<file path="config.mk">
export PLATFORM = sky130hd
export DESIGN_NAME = philv_mem_arbiter
export DESIGN_NICKNAME = d
export VERILOG_FILES = /design/src/rtl/philv_mem_arbiter_pkg.sv /design/src/rtl/philv_arb_priority.sv /design/src/rtl/philv_mem_arbiter.sv
export SDC_FILE = /design/constraint.sdc
export NUM_CORES = 1
export LEC_CHECK = 0
export ABC_AREA = 1
export CELL_PAD_IN_SITES_DETAIL_PLACEMENT = 1
export CELL_PAD_IN_SITES_GLOBAL_PLACEMENT = 2
export CORE_UTILIZATION = 10
export CTS_BUF_LIST = sky130_fd_sc_hd__clkbuf_16
export DETAILED_ROUTE_END_ITERATION = 16
export GPL_ROUTABILITY_DRIVEN = 0
export GPL_TIMING_DRIVEN = 0
export PLACE_DENSITY = 0.95
export SETUP_SLACK_MARGIN = 0.05
export SYNTH_ARGS = -nofsm -noshare
export SYNTH_HDL_FRONTEND = slang
export SYNTH_HIERARCHICAL = 1
export SYNTH_SLANG_ARGS = --single-unit
</file>
<file path="constraint.sdc">
create_clock -name clk -period 2 [get_ports clk]
set_clock_uncertainty 0.05 [all_clocks]
set_input_delay 0.3 -clock clk [delete_from_list [all_inputs] [get_ports clk]]
set_output_delay 0.3 -clock clk [all_outputs]
set_load 0.05 [all_outputs]
</file>
<file path="src/rtl/philv_mem_arbiter_pkg.sv">
// Shared arbiter definitions: default widths, FSM state encodings, requester select.
// No logic; imported by the arbiter top and its priority sub-block.
// Encodings are shared with the core controller and testbenches, so keep them stable.
package philv_mem_arbiter_pkg;

  localparam int ADDR_W_DEF = 32;
  localparam int DATA_W_DEF = 32;

  localparam logic [1:0] ARB_IDLE   = 2'd0;
  localparam logic [1:0] ARB_WAIT_I = 2'd1;
  localparam logic [1:0] ARB_WAIT_D = 2'd2;

  typedef enum logic {
    SEL_I = 1'b0,
    SEL_D = 1'b1
  } sel_t;

endpackage

</file>
<file path="src/rtl/philv_arb_priority.sv">
// Data-first requester select with a fetch starvation guard.
// Latency: sel is combinational; starve_cnt updates on the clock edge.
// Backpressure: the counter only moves on actual grants, so stalled memory does not age it.
module philv_arb_priority
  import philv_mem_arbiter_pkg::*;
#(
  parameter int STARVE_LIMIT = 4
) (
  input  logic clk,
  input  logic rstb,
  input  logic idle,
  input  logic if_req,
  input  logic dm_req,
  input  logic if_gnt,
  input  logic dm_gnt,
  output sel_t sel
);

  localparam int CNT_W = $clog2(STARVE_LIMIT + 1);
  localparam logic [CNT_W-1:0] LIMIT = CNT_W'(STARVE_LIMIT);

  logic [CNT_W-1:0] starve_cnt;
  logic             at_limit;

  assign at_limit = (starve_cnt >= LIMIT);

  always_comb begin
    sel = SEL_I;
    if (dm_req && !(if_req && at_limit)) sel = SEL_D;
  end

  // Fetch going away while idle means nobody is starving any more.
  always_ff @(posedge clk) begin
    if (!rstb) begin
      starve_cnt <= '0;
    end else if (if_gnt || (idle && !if_req)) begin
      starve_cnt <= '0;
    end else if (dm_gnt && if_req && !at_limit) begin
      starve_cnt <= starve_cnt + 1'b1;
    end
  end

endmodule

</file>
<file path="src/rtl/philv_mem_arbiter.sv">
// Shares one single-port memory between fetch (IF) and load/store (MEM), one transaction in flight.
// Latency: request muxed to memory in the same cycle; response forwarded combinationally on mem_rvalid.
// Backpressure: without mem_gnt the arbiter stays idle and re-arbitrates every cycle.
module philv_mem_arbiter
  import philv_mem_arbiter_pkg::*;
#(
  parameter int ADDR_W       = ADDR_W_DEF,
  parameter int DATA_W       = DATA_W_DEF,
  parameter int STARVE_LIMIT = 4
) (
  input  logic                clk,
  input  logic                rstb,
  input  logic                if_req,
  input  logic [ADDR_W-1:0]   if_addr,
  output logic                if_gnt,
  output logic                if_rvalid,
  output logic [DATA_W-1:0]   if_rdata,
  input  logic                dm_req,
  input  logic                dm_we,
  input  logic [ADDR_W-1:0]   dm_addr,
  input  logic [DATA_W-1:0]   dm_wdata,
  input  logic [DATA_W/8-1:0] dm_be,
  output logic                dm_gnt,
  output logic                dm_rvalid,
  output logic [DATA_W-1:0]   dm_rdata,
  output logic                mem_req,
  output logic                mem_we,
  output logic [ADDR_W-1:0]   mem_addr,
  output logic [DATA_W-1:0]   mem_wdata,
  output logic [DATA_W/8-1:0] mem_be,
  input  logic                mem_gnt,
  input  logic                mem_rvalid,
  input  logic [DATA_W-1:0]   mem_rdata,
  output logic                spurious
);

  logic [1:0] state;
  logic [1:0] state_nxt;
  logic       idle;
  sel_t       sel;

  assign idle = (state == ARB_IDLE);

  philv_arb_priority #(
    .STARVE_LIMIT (STARVE_LIMIT)
  ) u_priority (
    .clk    (clk),
    .rstb   (rstb),
    .idle   (idle),
    .if_req (if_req),
    .dm_req (dm_req),
    .if_gnt (if_gnt),
    .dm_gnt (dm_gnt),
    .sel    (sel)
  );

  // Every output is qualified by rstb so a held request cannot leak out during reset.
  always_comb begin
    mem_req   = 1'b0;
    mem_we    = 1'b0;
    mem_addr  = '0;
    mem_wdata = '0;
    mem_be    = '0;
    if_gnt    = 1'b0;
    dm_gnt    = 1'b0;
    if (rstb && idle) begin
      if (sel == SEL_D && dm_req) begin
        mem_req   = 1'b1;
        mem_we    = dm_we;
        mem_addr  = dm_addr;
        mem_wdata = dm_wdata;
        mem_be    = dm_be;
        dm_gnt    = mem_gnt;
      end else if (sel == SEL_I && if_req) begin
        mem_req   = 1'b1;
        mem_addr  = if_addr;
        mem_be    = '1;
        if_gnt    = mem_gnt;
      end
    end
  end

  always_comb begin
    if_rvalid = rstb && (state == ARB_WAIT_I) && mem_rvalid;
    dm_rvalid = rstb && (state == ARB_WAIT_D) && mem_rvalid;
    if_rdata  = if_rvalid ? mem_rdata : '0;
    dm_rdata  = dm_rvalid ? mem_rdata : '0;
    spurious  = rstb && idle && mem_rvalid;
  end

  // A grant coinciding with rvalid in a wait state is ignored: mem_req is low there.
  always_comb begin
    state_nxt = state;
    case (state)
      ARB_IDLE: begin
        if (dm_gnt)      state_nxt = ARB_WAIT_D;
        else if (if_gnt) state_nxt = ARB_WAIT_I;
      end
      ARB_WAIT_I,
      ARB_WAIT_D: begin
        if (mem_rvalid) state_nxt = ARB_IDLE;
      end
      default: state_nxt = ARB_IDLE;
    endcase
  end

  always_ff @(posedge clk) begin
    if (!rstb) state <= ARB_IDLE;
    else       state <= state_nxt;
  end

endmodule

</file>
Word level (Yosys, flattened, before mapping)
Cells that the tools add are included.

Word-level logic and storage cells: 56. Output and inout bits: 139. Bits in registers: 5.

$lt $le $gt $ge: 1. Bitwise operators: 2. Equal/unequal tests: 4. $add $sub $neg: 1. Muxes and demuxes: 25. Reduce and logical (&&, ||, !) cells: 21.

Operators by type and width (number): 32-bit two-way mux (7); 1-bit logical AND (13); 4-bit two-way mux (3); 1-bit two-way mux (11); 2-bit two-way mux (3); 2-bit case mux with 2 select lines (1); 2-bit OR reduction (2); 3-bit by 1-bit adder with 3-bit output (second input constant) (1); 3-bit greater-or-equal comparator (second input constant) (1); 1-bit logical NOT (3); 3-bit by 1-bit inequality test with 1-bit output (second input constant) (1); 2-bit by 1-bit equality test with 1-bit output (second input constant) (1); 2-bit equality test (second input constant) (1); 2-bit logical NOT (1); 2-bit inequality test (second input constant) (1); 1-bit inverter (2); 2-bit AND reduction (1); 1-bit logical OR (1).

Depth between registers and ports, before layout
Depth after elaboration: 13. Mapped depth: 11. Mapped depth without buffers: 11.

By module
Netlist, hierarchy kept.

Modules (own cells, without submodules): philv_mem_arbiter (instances 1, sequential area each 40.0 um^2, cells each 327, area each 1418.9 um^2); philv_arb_priority (instances 1, sequential area each 60.1 um^2, cells each 27, area each 170.2 um^2).

Worst setup path after synthesis
Ideal clock, no wire load.

Kind: in2out. Start point: in dm_req. End point: out mem_be[0]. Data required time: 1.650 ns. Stages: 7. Setup slack: -0.446 ns. Data arrival time: 2.096 ns. Cells stage by stage: a21boi_0 -> nand2_2 -> clkinv_2 -> nor2_1 -> nor2_2 -> inv_2 -> nor2_1.

Cells in the longest elaborated chain, start to end: 7. Elaborated cells between the ends (all ways): 8. Those cells by class: mux: 4; bitwise: 1; reduce/logical: 3.

Ends and longest elaborated chain: start: declaration (RTL line philv_mem_arbiter.sv:18) `input logic dm_req,`; 1-bit logical AND (RTL line philv_arb_priority.sv:29) `if (dm_req && !(if_req && at_limit)) sel = SEL_D;`; 1-bit two-way mux (RTL line philv_arb_priority.sv:29); 1-bit inverter (RTL line philv_mem_arbiter.sv:74) `end else if (sel == SEL_I && if_req) begin`; 1-bit logical AND (RTL line philv_mem_arbiter.sv:74); 4-bit two-way mux (RTL line philv_mem_arbiter.sv:74); 4-bit two-way mux (*) (RTL line philv_mem_arbiter.sv:67) `if (sel == SEL_D && dm_req) begin`; 4-bit two-way mux (*) (RTL line philv_mem_arbiter.sv:66) `if (rstb && idle) begin`; end: declaration (RTL line philv_mem_arbiter.sv:30) `output logic [DATA_W/8-1:0] mem_be,`.

Every way passes the cells marked *; elsewhere a longest branch is shown, timed or not.

Final worst setup path
Start point: in dm_req. End point: out mem_addr[31].

Cells in the longest elaborated chain, start to end: 7. Elaborated cells between the ends (all ways): 8. Those cells by class: mux: 4; bitwise: 1; reduce/logical: 3.

Ends and longest elaborated chain: 1-bit logical AND (*) (RTL line philv_arb_priority.sv:29); 1-bit two-way mux (*) (RTL line philv_arb_priority.sv:29); named net sel (RTL line philv_mem_arbiter.sv:40) `sel_t sel;`; 1-bit inverter (RTL line philv_mem_arbiter.sv:74); 1-bit logical AND (RTL line philv_mem_arbiter.sv:74); 32-bit two-way mux (RTL line philv_mem_arbiter.sv:74); 32-bit two-way mux (*) (RTL line philv_mem_arbiter.sv:67); 32-bit two-way mux (*) (RTL line philv_mem_arbiter.sv:66); end: declaration (RTL line philv_mem_arbiter.sv:28) `output logic [ADDR_W-1:0] mem_addr,`.

The timed path passes the listed nets; every way through them passes the cells marked *.

==> metrics.md <==
| Metric | Value |
|---|---|
| Most common cell after layout, fill and taps aside | `clkdlybuf4s50_1` |
| Flop pwr share | `0.053` |
| DR WL met3 | `805 um` |
| Final setup fails | `0` |
| Ratio of cells with drive above 1 in the final layout | `0.451` |
| CTS tree | `built` |
| CP Class | `primary input to primary output` |
| Clock Power Share | `0.152` |
| Slowest-stage cell, CP | `bufbuf_16` |
| First-pass DRT Iterations | `4` |
| Ys flop type | `dfxtp_1` |
| Max Freq | `between 500 and 600 MHz` |
| Fin cells | `~860` |
| Cts bufs inserted | `3` |
| CP endpoint kind | `primary output` |
| Post-Syn Area | `about 1600 um2` |
| Max-Cap Viols | `0` |
| Commonest cells after routing, fill and taps aside | `134 x clkdlybuf4s50_1, 85 x buf_4, 82 x nand2_1` |
| Clock H-tree levels | `1` |
| Worst skew pair latency | `0.23 ns` |
| ANT nets after route | `0` |
| Asr flop ratio synth | `0` |
| Worst-Margin Slew | `0.294 ns` |
| CP Buf/Inv Count | `4` |
| Syn avg cell area | `4.49 um2` |
| Total Power | `2180 uW` |
| Routed len/inst | `13.8 um` |
| Routed WL | `roughly 12 mm` |
| Distinct cells, synth | `20` |
| Vias in the first global route | `around 3100` |
| Die area | `16400 um2` |
| Worst vdd ir | `0.398 mV` |
| P_leak | `0.00254 uW` |
| Sw Ratio | `0.504` |
| Crit Path Max Fanout | `5` |
| Gr usage total | `0.133` |
| Area grow syn2layout | `241%` |
| Final period utilization | `0.975` |
| DR vias | `between 3000 and 4000` |
| Crit path DAT | `1.60 ns` |
| Initial cell density of the core | `0.103` |
| Max Root-Sink Buffers | `2` |
| Initial antenna violation count | `0` |
| Met2 Routed Length | `about 6.4 mm` |
| DP HPWL | `9.42 mm` |
| Register area share after synthesis | `0.0630` |
| Fillcell total | `1905` |
| CORE AREA | `15400 um2` |
| Syn_nets | `~500` |
| Post-synthesis register bit count | `5` |
| Die height | `128 um` |
| Clock transition at path regs | `0.03 ns` |
| Hold WC Path Type | `primary input to flop` |
| Fin nets | `791` |
| Post-synth EDFFs | `0` |
| Iter 0 DRT Violations | `65` |
| Minimum clock period | `1.95 ns` |
| Final count of pins violating max slew | `0` |
| Root Buffer | `clkbuf_16` |
| Synth Warn # | `6` |
| Switch Pwr | `1100 uW` |
| CP top delay family | `buffers and inverters` |
| Outcome | `finished, final reports clean` |
| Via density per instance | `3.80` |
| Final hold vios | `0` |
| Slew HR | `0.805` |
| Io pins | `278` |
| Port bufs | `277` |
| Pint | `around 1100 uW` |
| Total congestion overflow | `0` |
| Combinational share of power | `0.796` |
| CTS Hold Bufs | `0` |
| Largest net degree at the start of global routing | `11` |
| Max incr delay on CP | `0.25 ns` |
| Placed cells | `842` |
| Worst-path cell chain | `clkdlybuf4s15_2, a21boi_4, nand2_4, clkinv_4, bufbuf_16, nand2_1, a21oi_1, buf_4` |
| RSZ-0062 raised after global routing | `true` |
| Met1 WL | `4.57 mm` |
| Max Used Layer | `met4` |
| Die width | `128 um` |
| Residual DRC | `0` |
| # diodes | `0` |
| Site Rows | `45` |
| CP Launch Type | `primary input` |
| Post-Synthesis Cells | `354` |
| CTS Sinks | `5` |
| Worst path required time | `1.65 ns` |
| First-pass GRT wire length | `17.1 mm` |
| Power Density | `402 nW/um2` |
[worst min-delay path: cells and delay by family]
family	cells	cell delay [ns]
buffers and inverters	1	0.21
AND/OR/NAND/NOR	2	0.14
[synthesized netlist by cell type (3+ instances only)]
cell type  count  area share
a21oi_1       34        0.11
buf_2         10       0.031
buf_4          5       0.024
buf_6          4       0.028
clkbuf_1       3      0.0071
dfxtp_1        5       0.063
ha_1           4       0.031
inv_1         45        0.11
nand2_1      110        0.26
nand2_2        4       0.016
nand3_1        6       0.019
nor2_1       114        0.27
nor2_2         3       0.012
[layout make-up]
type / instances / area [um2] / share of cell area
Timing Repair Buffer: 289 / 2840 / 0.524
Buffer: 23 / 264 / 0.0488
Clock inverter: 1 / 3.75 / 0.000693
Clock buffer: 3 / 75.1 / 0.0139
Sequential cell: 5 / 101 / 0.0187
Multi-Input combinational cell: 278 / 1680 / 0.310
Tap cell: 211 / 264 / 0.0488
Inverter: 48 / 188 / 0.0347
[kinds of logic after synthesis]
logic type | share of synthesized area
AND/OR/NAND/NOR | 0.587
buffers and inverters | 0.207
AO/OA/AOI/OAI | 0.112
flip-flops | 0.0630
adder cells (fa/ha/maj) | 0.0315
[power by group through the flow]
stage / combinational, uW / clock [uW] / sequential (uW)
3_3_place_gp: 1480 / 0 / 115
6_report: 1730 / 330 / 115
4_1_cts: 1660 / 342 / 115
5_1_grt: 1830 / 344 / 116
3_5_place_dp: 1490 / 0 / 115
2_1_floorplan: 856 / 0 / 114
[worst paths after layout]
path | slack, ns | end | cells past startpoint | start
setup reg to reg | 0.49 | u_priority/starve_cnt[1] | 10 | u_priority/starve_cnt[2]
setup / recovery | 0.05 | mem_addr[31] | 8 | dm_req
hold / removal | 0.42 | state[1] | 3 | rstb
hold reg to reg | 0.46 | state[0] | 2 | state[0]
[sequential cells by signal, indices dropped and copies added, names as in the netlist]
signal,cells
state,2
u_priority/starve_cnt,3
[repair_timing]
| action | 4_1_cts | 5_1_grt |
|---|---|---|
| gates resized for setup | 929 | 91 |
| endpoints found under the setup margin | 139 | 134 |
| pin swaps | 15 | 26 |
| cloned | 4 | 0 |
| setup buffers | 8 | 2 |
[routing by layer]
layer  global-route usage  vias up
li1                     -     1631
met1                0.152     1490
met2                0.259      128
met3               0.0246        8
met4               0.0180        0
met5                    0        -
[per-stage QoR]
step                area, um2   util  hold WS [ns]  setup TNS (ns)  setup WS (ns)
finish                   5410  0.352         0.417               0         0.0495
floorplan                1760      -         0.371           -2.00         -0.150
global route             5410  0.352         0.436         -0.0477        -0.0352
CTS                      5140  0.334         0.431         -0.0640        -0.0342
detailed placement       4800  0.312         0.461         -127.30          -1.16
global placement         4800  0.312         0.456         -125.44          -1.17
Power figures use the tool's default switching activity.
